## src/rtl/uart_frame_parser.sv

```systemverilog
// Hunts for HEADER0/HEADER1-delimited frames in a UART byte stream, checks LEN and
// the additive checksum, then replays the buffered payload on a valid/ready stream.
module uart_frame_parser #(
    parameter logic [7:0] HEADER0 = 8'h55,
    parameter logic [7:0] HEADER1 = 8'hAA,
    parameter int          MAX_LEN = 32
) (
    input  logic       clk,
    input  logic       rst_n,
    input  logic [7:0] in_data,
    input  logic       in_valid,
    output logic       in_ready,
    input  logic       frame_idle,
    output logic [7:0] out_data,
    output logic       out_valid,
    input  logic       out_ready,
    output logic       out_last,
    output logic [7:0] frame_len,
    output logic       frame_ok,
    output logic       err_pulse,
    output logic [1:0] err_code,
    output logic [7:0] err_cnt
);
    localparam int         AW        = (MAX_LEN > 1) ? $clog2(MAX_LEN) : 1;
    localparam logic [7:0] MAX_LEN_B = 8'(MAX_LEN);

    typedef enum logic [2:0] {
        S_HDR0,
        S_HDR1,
        S_LEN,
        S_PAY,
        S_CSUM,
        S_OUT
    } state_t;

    state_t     state;
    logic [7:0] len;
    logic [7:0] sum;
    logic [7:0] wr_ptr;
    logic [7:0] rd_ptr;
    logic [7:0] mem [0:MAX_LEN-1];

    logic          xfer;
    logic          timeout;
    logic          pay_wr;
    logic          out_take;
    logic [7:0]    len_m1;
    logic [7:0]    rd_next;
    logic [AW-1:0] wr_addr;
    logic [AW-1:0] rd_addr;
    logic          err_now;
    logic [1:0]    err_val;

    assign xfer     = in_valid && in_ready;
    assign timeout  = frame_idle && (state == S_HDR1 || state == S_LEN ||
                                     state == S_PAY  || state == S_CSUM);
    assign pay_wr   = xfer && !timeout && (state == S_PAY);
    assign out_take = out_valid && out_ready;
    assign len_m1   = len - 8'd1;
    assign rd_next  = rd_ptr + 8'd1;
    assign wr_addr  = wr_ptr[AW-1:0];
    assign rd_addr  = rd_next[AW-1:0];

    // Timeout outranks any byte arriving in the same cycle; that byte is simply dropped.
    always_comb begin
        err_now = 1'b0;
        err_val = 2'd0;
        if (timeout) begin
            err_now = 1'b1;
            err_val = 2'd3;
        end else if (xfer && state == S_LEN && (in_data == 8'd0 || in_data > MAX_LEN_B)) begin
            err_now = 1'b1;
            err_val = 2'd1;
        end else if (xfer && state == S_CSUM && in_data != sum) begin
            err_now = 1'b1;
            err_val = 2'd2;
        end
    end

    // Payload store: write-only port here, reads are registered in the FSM below.
    always_ff @(posedge clk) begin
        if (pay_wr) begin
            mem[wr_addr] <= in_data;
        end
    end

    always_ff @(posedge clk or negedge rst_n) begin
        if (!rst_n) begin
            state     <= S_HDR0;
            len       <= 8'd0;
            sum       <= 8'd0;
            wr_ptr    <= 8'd0;
            rd_ptr    <= 8'd0;
            in_ready  <= 1'b1;
            out_valid <= 1'b0;
            out_last  <= 1'b0;
            out_data  <= 8'd0;
            frame_len <= 8'd0;
            frame_ok  <= 1'b0;
            err_pulse <= 1'b0;
            err_code  <= 2'd0;
            err_cnt   <= 8'd0;
        end else begin
            frame_ok  <= 1'b0;
            err_pulse <= err_now;
            if (err_now) begin
                err_code <= err_val;
                if (err_cnt != 8'hFF) begin
                    err_cnt <= err_cnt + 8'd1;
                end
                state <= S_HDR0;
            end else begin
                case (state)
                    S_HDR0: begin
                        if (xfer && in_data == HEADER0) begin
                            state <= S_HDR1;
                        end
                    end
                    S_HDR1: begin
                        if (xfer) begin
                            if (in_data == HEADER1) begin
                                state <= S_LEN;
                            end else if (in_data != HEADER0) begin
                                state <= S_HDR0;
                            end
                        end
                    end
                    S_LEN: begin
                        if (xfer) begin
                            len    <= in_data;
                            sum    <= in_data;
                            wr_ptr <= 8'd0;
                            state  <= S_PAY;
                        end
                    end
                    S_PAY: begin
                        if (xfer) begin
                            sum <= sum + in_data;
                            if (wr_ptr == len_m1) begin
                                state <= S_CSUM;
                            end else begin
                                wr_ptr <= wr_ptr + 8'd1;
                            end
                        end
                    end
                    S_CSUM: begin
                        // Mismatch is handled by err_now; reaching here means the sum matched.
                        if (xfer) begin
                            state     <= S_OUT;
                            in_ready  <= 1'b0;
                            out_valid <= 1'b1;
                            frame_ok  <= 1'b1;
                            frame_len <= len;
                            rd_ptr    <= 8'd0;
                            out_data  <= mem[{AW{1'b0}}];
                            out_last  <= (len == 8'd1);
                        end
                    end
                    S_OUT: begin
                        if (out_take) begin
                            if (out_last) begin
                                state     <= S_HDR0;
                                in_ready  <= 1'b1;
                                out_valid <= 1'b0;
                                out_last  <= 1'b0;
                                rd_ptr    <= 8'd0;
                            end else begin
                                rd_ptr   <= rd_next;
                                out_data <= mem[rd_addr];
                                out_last <= (rd_next == len_m1);
                            end
                        end
                    end
                    default: begin
                        state <= S_HDR0;
                    end
                endcase
            end
        end
    end
endmodule

```

## config.mk

```make
export PLATFORM = sky130hd
export DESIGN_NAME = uart_frame_parser
export DESIGN_NICKNAME = d
export VERILOG_FILES = /design/src/rtl/uart_frame_parser.sv
export SDC_FILE = /design/constraint.sdc
export NUM_CORES = 1
export LEC_CHECK = 0
export CORE_MARGIN = 5
export CORE_UTILIZATION = 32
export DETAILED_ROUTE_END_ITERATION = 8
export PLACE_DENSITY = 0.57
export SLEW_MARGIN = 20
export SYNTH_ARGS = -nofsm -noshare
export SYNTH_HDL_FRONTEND = slang
export SYNTH_SLANG_ARGS = --single-unit
```

## constraint.sdc

```tcl
create_clock -name clk -period 2.8 [get_ports clk]
set_input_delay 0.28 -clock clk [delete_from_list [all_inputs] [get_ports clk]]
set_output_delay 0.28 -clock clk [all_outputs]
set_load 0.005 [all_outputs]
```

Word-level counts from Yosys, hierarchy flattened
Memory sizes are Yosys's and may differ from the RTL's. Cells that the tools add are included. Widths: inputs -> output; s select.

Add/sub/neg operators: 5. Eq/ne operators: 29. Mux-type cells: 49. Bitwise operators: 1. Reduce and logical (&&, ||, !) cells: 28. Order comparisons: 1.

Operators with widths (count): $mux 8 (10); $pmux 8 s2 (4); $mux 3 (11); $add 8x1->8 const B (3); $ne 3x3->1 const B (7); $pmux 3 s6 (1); $mux 1 (17); $eq 8x8->1 (2); $reduce_and 5->1 (3); $ne 2x2->1 const B (7); $logic_and 1x1->1 (10); $reduce_and 9->1 (1); $add 8x8->8 (1); $eq 8x1->1 const B (1); $eq 8x7->1 const B (1); $eq 8x8->1 const B (1); $gt 8x6->1 const B (1); $logic_not 8->1 (1); $ne 8x7->1 const B (1); $ne 8x8->1 (1); $ne 8x8->1 const B (1); $reduce_and 4->1 (2); $sub 8x1->8 const B (1); $eq 3x2->1 const B (2); other kinds (13) (23).

Flip-flop bits (word level): 66. Memories: 1. Bits in writable memories: 256.

Memory list: mem (words 32, bits a word 8, read ports 2, clocked after memory_dff 0, write ports 1, line 41) `logic [7:0] mem [0:MAX_LEN-1];`.

Logic depth before layout (Yosys ltp)
Gate-level depths: netlist of the first run.

Depth in word-level cells: 10. Mapped depth: 10. Gate-level depth less buffers: 10.

Worst setup path before layout of the first run
No wires, ideal clock.

Path type: reg2reg. From: register sum[5] (netlist name). To: memory mem[30][0] (enable). Buffers on the path: 0. Path slack: 0.142 ns. Arrival: 2.287 ns. Cell stages (with the launch flop): 9. Period minus slack after synthesis: 2.658 ns. Path through: dfrtp_1 > ha_1 > nor4_1 > nand3_1 > nand2_1 > nand4_1 > nor2_1 > nand2_1 > nor2_1.

RTL lines (line): to (decl) (41).

Worst setup path after layout of the first run
From: register len[1]. To: register wr_ptr[3].

Word-level cells in the longest chain between the ends: 4.

RTL lines: from (decl) (line 37) `logic [7:0] len;`; from (signal assigned) (line 130) `len <= in_data;`; $sub 8x1->8 (line 59) `assign len_m1 = len - 8'd1;`; $eq 8x8->1 (line 139) `if (wr_ptr == len_m1) begin`; $ne 2x2->1 (no source line); $reduce_and 5->1 (no source line); to (signal assigned) (line 142) `wr_ptr <= wr_ptr + 8'd1;`; to (decl) (line 39) `logic [7:0] wr_ptr;`.

Every way passes these cells. A chain may end at the register's enable or synchronous reset.

==> metrics.md, run 1 <==
| Metric | Value |
|---|---|
| WP data required | 3210 ps |
| CTS Buf Count | 35 |
| Final cell count without fillers | 1648 |
| Hold Fails Final Rpt | 0 |
| Syn nets | 926 |
| CP max stage delay | 560 ps |
| Fillers | 4019 |
| Placer congestion estimate | 0.826 |
| DR WL/cell | 22.1 um |
| Diode count | 0 |
| Clk_skew | 23.1 ps |
| Primary FF master, synth | edfxtp_1 |
| Leakage | 5.95 nW |
| IO buf count | 43 |
| Clk buf depth | 3 |
| Commonest non-fill, non-tap cell in the layout | edfxtp_1 |
| Top post-synthesis cells by area | edfxtp_1 (55%), dfrtp_1 (12%), mux4_2 (10%) |
| CP bufs+invs | 0 |
| Post-route ant nets | 0 |
| Die height | 219 um |
| Synthesized instance count | 897 |
| Layout cells sized above 1 | 24.5% |
| Worst Setup End Kind | flop |
| Cells after DPL | 1583 |
| First-pass GRT wire length | 54400 um |
| Critical path class | flop to flop |
| Status | complete, no violations |
| Skew-Pair Late Insertion Delay | 530 ps |
| Count of final max-slew check failures | 0 |
| Worst Max-Slew Pin Slew | 957 ps |
| Boundary Pins | 44 |
| CTS tree | yes |
| Gr ovfl total | 0 |
| Synth top area share | 54.9% |
| Final wirelength | 36400 um |
| Maximum clock frequency | 371 MHz |
| Worst Hold Class | primary input to asynchronous set/reset pin |
| GRT Resource Usage Total | 15.1% |
| Post-synth EDFFs | 256 |
| Root buf cell | clkbuf_16 |
| Cell Area, Synth | 14000 sq um |
| Vias in the first global route | 8483 |
| Asr flop ratio synth | 20.5% |
| Crit-path max FO | 6 |
| DRT iter0 DRCs | 752 |
| Sequential cell area fraction in the yosys report | 66.7% |
| Reg clk slew, reported paths | 60 ps |
| RSZ-0062 raised after global routing | no |
| YS warnings | 0 |
| Mapped Avg Cell Area | 15.6 sq um |
| Max VDD drop | 0.350 mV |
| Flops & latches, synth | 322 |
| PD cells | 590 nW/um^2 |
| Num Clock Sinks | 322 |
| Cell Rows | 76 |
| Die ar. | 48000 sq um |
| Slowest cell on crit path | or4_4 |
| Critical path arrival | 3110 ps |
| Final net count | 1066 |
| Cell family with most CP delay | compound AO/OA/AOI/OAI gates |
| Antenna violations before repair | 1 |
| Crit share post-route | 96.2% |
| Period minus WS final | 2690 ps |
| Max-slew headroom | 36.2% |
| Die Width | 219 um |
| Core footprint | 43200 sq um |
| Area delta synth->final | 22.0% |
| CP Launch Type | flop |
| Routed vias/inst | 5.03 |
| Yosys cell types | 70 |
| Dpl hpwl | 24200 um |
| Largest net degree at the start of global routing | 67 |
| Fin Setup TNS | 0 ps |
| DR DRC count | 0 |
| Max Cap Viol | 0 |
| Top cell type by total area after synthesis | edfxtp_1 |
| Via Count | 8289 |
| Commonest cells after routing, fill and taps aside | edfxtp_1 (256), buf_4 (96), nor2_1 (70), mux4_2 (64), dfrtp_1 (63) |
| Cell Chain, Critical Path | or4_4, o21ai_0, and2_4, o211ai_4, o2111ai_2, mux2_1, a22o_1 |
| Detailed Routing Iterations Pass 1 | 4 |
| Starting Density | 32.4% |
| Final setup fails | 0 |
| H-tree levels | 2 |
stage by stage:
stage	total power, mW	hold WS (ps)	setup slack [ps]	cell area (sq um)	utilization, %
detailed placement	5.69	485	-206	15900	36.9
CTS	10.2	422	51.6	17000	39.5
floorplan	5.42	-15.6	142	14000	-
finish	10.1	421	107	17100	39.5
global placement	5.69	472	-200	15900	36.9
global route	10.4	489	11.3	17100	39.5
layer usage:
layer | share of wire [%] | vias up | track usage, %
met5 | 0 | - | 0
met4 | 1.9 | 0 | 3.87
met3 | 5.8 | 45 | 2.86
met2 | 49 | 220 | 25.1
met1 | 43 | 4256 | 20.7
li1 | - | 3768 | -
sequential cells by signal, indices dropped and copies added, names as in the netlist, 2 cells and up:
name       cells
frame_len      8
rd_ptr         8
state          3
out_data       8
err_code       2
wr_ptr         8
len            8
mem          256
err_cnt        8
sum            8
power breakdown:
| group | leakage, nW | switching (mW) | internal (mW) |
|---|---|---|---|
| Clock | 0.547 | 1.87 | 2.61 |
| Combinational | 2.24 | 0.193 | 0.149 |
| Sequential | 3.16 | 0.0421 | 5.20 |
layout make-up:
type / count / area [sq um] / area share [%]
Clock buffer: 48 / 965 / 5.65
Clock inverter: 15 / 146 / 0.857
Inverter: 9 / 33.8 / 0.198
Multi-Input combinational cell: 518 / 4460 / 26.1
Sequential cell: 322 / 9350 / 54.7
Tap cell: 585 / 732 / 4.29
Timing Repair Buffer: 151 / 1390 / 8.15
worst paths after layout:
kind | from | end | slack (ps) | cells past startpoint
worst max-delay path | len[1] | wr_ptr[3] | 110 | 7
worst min-delay path | rst_n | err_cnt[1] | 420 | 2
worst max register to register | len[1] | wr_ptr[3] | 110 | 7
worst min register to register | sum[2] | sum[2] | 490 | 2
max in group asynchronous | rst_n | rd_ptr[0] | 1630 | 2
min in group clk | frame_idle | err_code[1] | 420 | 3
kinds of logic (layout without fill, tap and decap cells):
family	Yosys count	count (layout)	synth area share (%)
flops	322	322	66.7
simple gates	248	248	9.07
compound gates	129	129	6.39
mux	91	91	12.4
buf+inv	57	223	1.73
xor+xnor	34	34	2.23
fa+ha+maj	16	16	1.48
repair_timing:
item                       CTS  global route
hold endpoints to repair    65             0
buffers inserted             0             1
setup endpoints to repair    0             5
gates resized for setup      0             3
hold buffers                 1             0
Yosys cell counts, types with 5 or more instances:
master and count:
nand4_1 7, or3_1 5, a221oi_1 8, xor2_1 14, and3_1 5, xnor2_1 19
a211oi_1 10, ha_1 15, edfxtp_1 256, o21ai_0 25, nand2_1 59, mux4_2 64
a21oi_1 34, dfrtp_1 65, nor2b_1 10, buf_2 11, nand2b_1 9, mux2_2 13
inv_1 9, nor4_1 12, a32o_1 8, nand3b_1 5, nor3_1 8, nand3_1 12
clkbuf_1 34, o31ai_1 5, and2_1 22, nor2_1 70, mux2i_1 12
worst reg2reg max path, cell delays in order, from the launching register on:
cell	delay, ps
dfrtp_2	440
or4_4	560
o21ai_0	440
and2_4	280
o211ai_4	110
o2111ai_2	220
mux2_1	340
a22o_1	180
(Power assumes the default switching activity.)
==> inputs of run 2 (changes only) <==
--- a/config.mk
+++ b/config.mk
@@ -9,6 +9,7 @@
 export CORE_UTILIZATION = 32
 export DETAILED_ROUTE_END_ITERATION = 8
 export PLACE_DENSITY = 0.57
+export RECOVER_POWER = 25
 export SLEW_MARGIN = 20
 export SYNTH_ARGS = -nofsm -noshare
 export SYNTH_HDL_FRONTEND = slang
==> run 2 against run 1 <==
The run now ends with max-capacitance violations, max-slew violations left. Count of clock-buffer cells in the layout is the same. Sequential power barely moved. Power down 0.16%. Hold slack better by 2.2 ps. Combinational power fell by 3%. Fmax about the same. Critical path type unchanged. Critical endpoint unchanged. Largest cell class unchanged.
==> metrics.md, run 2 (same netlist as run 1, synthesis figures left out) <==
| Metric | Value |
|---|---|
| H-tree levels | 2 (unchanged) |
| Die height | 219 um (unchanged) |
| Final wirelength | 36300 um (-0.30%) |
| R2r startpoint | len[1] |
| WP data required | 3210 ps (about the same) |
| Dpl hpwl | 24200 um (unchanged) |
| Final net count | 1066 (unchanged) |
| CTS Buf Count | 35 (unchanged) |
| Switching pwr | 2.10 mW (-0.51%) |
| Worst setup margin | 106 ps (-0.779 ps) |
| Clk buf depth | 3 (unchanged) |
| Hold Fails Final Rpt | 0 (unchanged) |
| Maximum clock frequency | 371 MHz (about the same) |
| Detailed Routing Iterations Pass 1 | 4 (unchanged) |
| Vias in the first global route | 8483 (unchanged) |
| Max-slew headroom | -40.6% (-77 points) |
| Root buf cell | clkbuf_16 |
| Area delta synth->final | 21.7% |
| Core footprint | 43200 sq um (unchanged) |
| Status | complete, but fails checks |
| Via Count | 8292 (+0.036%) |
| CP Launch Type | flop |
| Leakage | 5.92 nW (-0.48%) |
| Skew-Pair Late Insertion Delay | 530 ps (about the same) |
| Commonest non-fill, non-tap cell in the layout | edfxtp_1 |
| First-pass GRT wire length | 54400 um (unchanged) |
| Clk_skew | 21.9 ps (-1.22 ps) |
| Gr ovfl total | 0 (unchanged) |
| Num Clock Sinks | 322 (unchanged) |
| R2r worst-path depth | 7 (unchanged) |
| Max reg flops | 256 (unchanged) |
| Final setup fails | 0 (unchanged) |
| Pint | 7.96 mW (about the same) |
| Layout cells sized above 1 | 23.7% (-0.75 points) |
| Starting Density | 32.4% (unchanged) |
| Die Width | 219 um (unchanged) |
| Crit share post-route | 96.2% (about the same) |
| Failing checks | max-capacitance violations, max-slew violations |
| CP startpoint | len[1] |
| IO buf count | 43 (unchanged) |
| Reg2Reg Setup Slack | 110 ps (about the same) |
| Seq. cell area | 9350 sq um (unchanged) |
| Biggest register | mem |
| Max Cap Viol | 5 (+5) |
| DRT iter0 DRCs | 757 (+0.66%) |
| RSZ-0062 raised after global routing | no |
| Fillers | 4024 (+0.12%) |
| Worst Hold Launch | frame_idle |
| Tot Pwr | 10.1 mW (-0.16%) |
| Period minus WS final | 2690 ps (+0.779 ps) |
| Critical path class | flop to flop |
| Sequential Power Share | 52.2% (about the same) |
| Max VDD drop | 0.349 mV (-0.25%) |
| Die ar. | 48000 sq um (unchanged) |
| Combinational share of power | 3.3% (about the same) |
| Commonest cells after routing, fill and taps aside | edfxtp_1 (256), buf_4 (86), nor2_1 (70), mux4_2 (64), dfrtp_1 (63) |
| Cell Rows | 76 (unchanged) |
| Reg clk slew, reported paths | 60 ps (about the same) |
| Worst r2r dst | wr_ptr[3] |
| Diode count | 0 (unchanged) |
| CTS tree | yes |
| Post-route ant nets | 0 (unchanged) |
| Worst Hold Class | primary input to flop |
| DP Area | 15900 sq um (unchanged) |
| Antenna violations before repair | 1 (unchanged) |
| Boundary Pins | 44 (unchanged) |
| DR DRC count | 0 (unchanged) |
| Multi-input gate area | 4460 sq um (unchanged) |
| Cell Chain, Critical Path | or4_4, o21ai_0, and2_4, o211ai_4, o2111ai_2, mux2_1, a22o_1 |
| CP max stage delay | 560 ps (about the same) |
| Routed vias/inst | 5.03 (about the same) |
| Net Sw Frac | 20.8% (-0.075 points) |
| Critical path arrival | 3110 ps (about the same) |
| Slowest cell on crit path | or4_4 |
| DR WL/cell | 22.0 um (-0.30%) |
| Worst Setup End Kind | flop |
| Fin Setup TNS | 0 ps (unchanged) |
| Placer congestion estimate | 0.826 (unchanged) |
| GRT Resource Usage Total | 15.1% (unchanged) |
| Worst Max-Slew Pin Slew | 2110 ps (+1150 ps) |
| PD cells | 590 nW/um^2 (about the same) |
| Crit-path max FO | 6 (unchanged) |
| Fin area | 17000 sq um (-0.21%) |
| Count of final max-slew check failures | 191 (+191) |
| Largest net degree at the start of global routing | 67 (unchanged) |
| CP endpoint | wr_ptr[3] |
| Place WS | -206 ps (unchanged) |
| Power share of the clock group | 44.5% (about the same) |
run 2: worst max-delay path, delay by kind of cell (launching register included):
| kind | cells | cell delay, ps |
|---|---|---|
| and+or+nand+nor | 2 | 840 |
| DFF | 1 | 440 |
| AOI/OAI and AO/OA | 4 | 950 |
| muxes | 1 | 340 |
run 2: area by class of cell:
| cell class | count | share of cell area (%) |
|---|---|---|
| flip-flops and latches | 322 | 54.9 |
| multi-input cells | 518 | 26.2 |
| repair buffers | 151 | 7.96 |
| clock buffers | 48 | 5.66 |
| well taps | 585 | 4.30 |
| clock inverters | 15 | 0.859 |
| inverters | 9 | 0.198 |
run 2: per-layer routing:
layer  up-vias  global-route usage (%)  share of wire (%)
met5         -                       0                  0
met4         0                    3.87                2.0
met1      4239                    20.7                 43
met2       229                    25.1                 49
li1       3773                       -                  -
met3        51                    2.86                6.0
run 2: worst min path at each step:
stage                   to  cells past startpoint
3_3_place_gp        sum[3]                      2
6_report       err_code[1]                      3
2_1_floorplan   err_cnt[0]                      0
4_1_cts        err_code[1]                      3
3_5_place_dp        sum[2]                      2
5_1_grt        err_code[1]                      3
run 2: power groups by stage:
stage	combinational, mW	sequential, mW	clock (mW)
floorplan	0.0769	5.34	0
global placement	0.346	5.34	0
detailed placement	0.346	5.34	0
CTS	0.348	5.25	4.59
global route	0.361	5.25	4.80
finish	0.332	5.25	4.48
run 2: through the flow:
stage / cells / hold WS, ps / util [%]
4_1_cts: 1647 / 422 / 39.5
6_report: 1648 / 423 / 39.5
3_5_place_dp: 1583 / 485 / 36.9
2_1_floorplan: 897 / -15.6 / -
3_3_place_gp: 1583 / 472 / 36.9
5_1_grt: 1648 / 489 / 39.5
run 2: what timing repair did:
item	4_1_cts	5_1_grt
endpoints found under the hold margin	65	0
endpoints found under the setup margin	0	5
buffers inserted	0	1
hold buffers	1	0
resized for setup	0	3
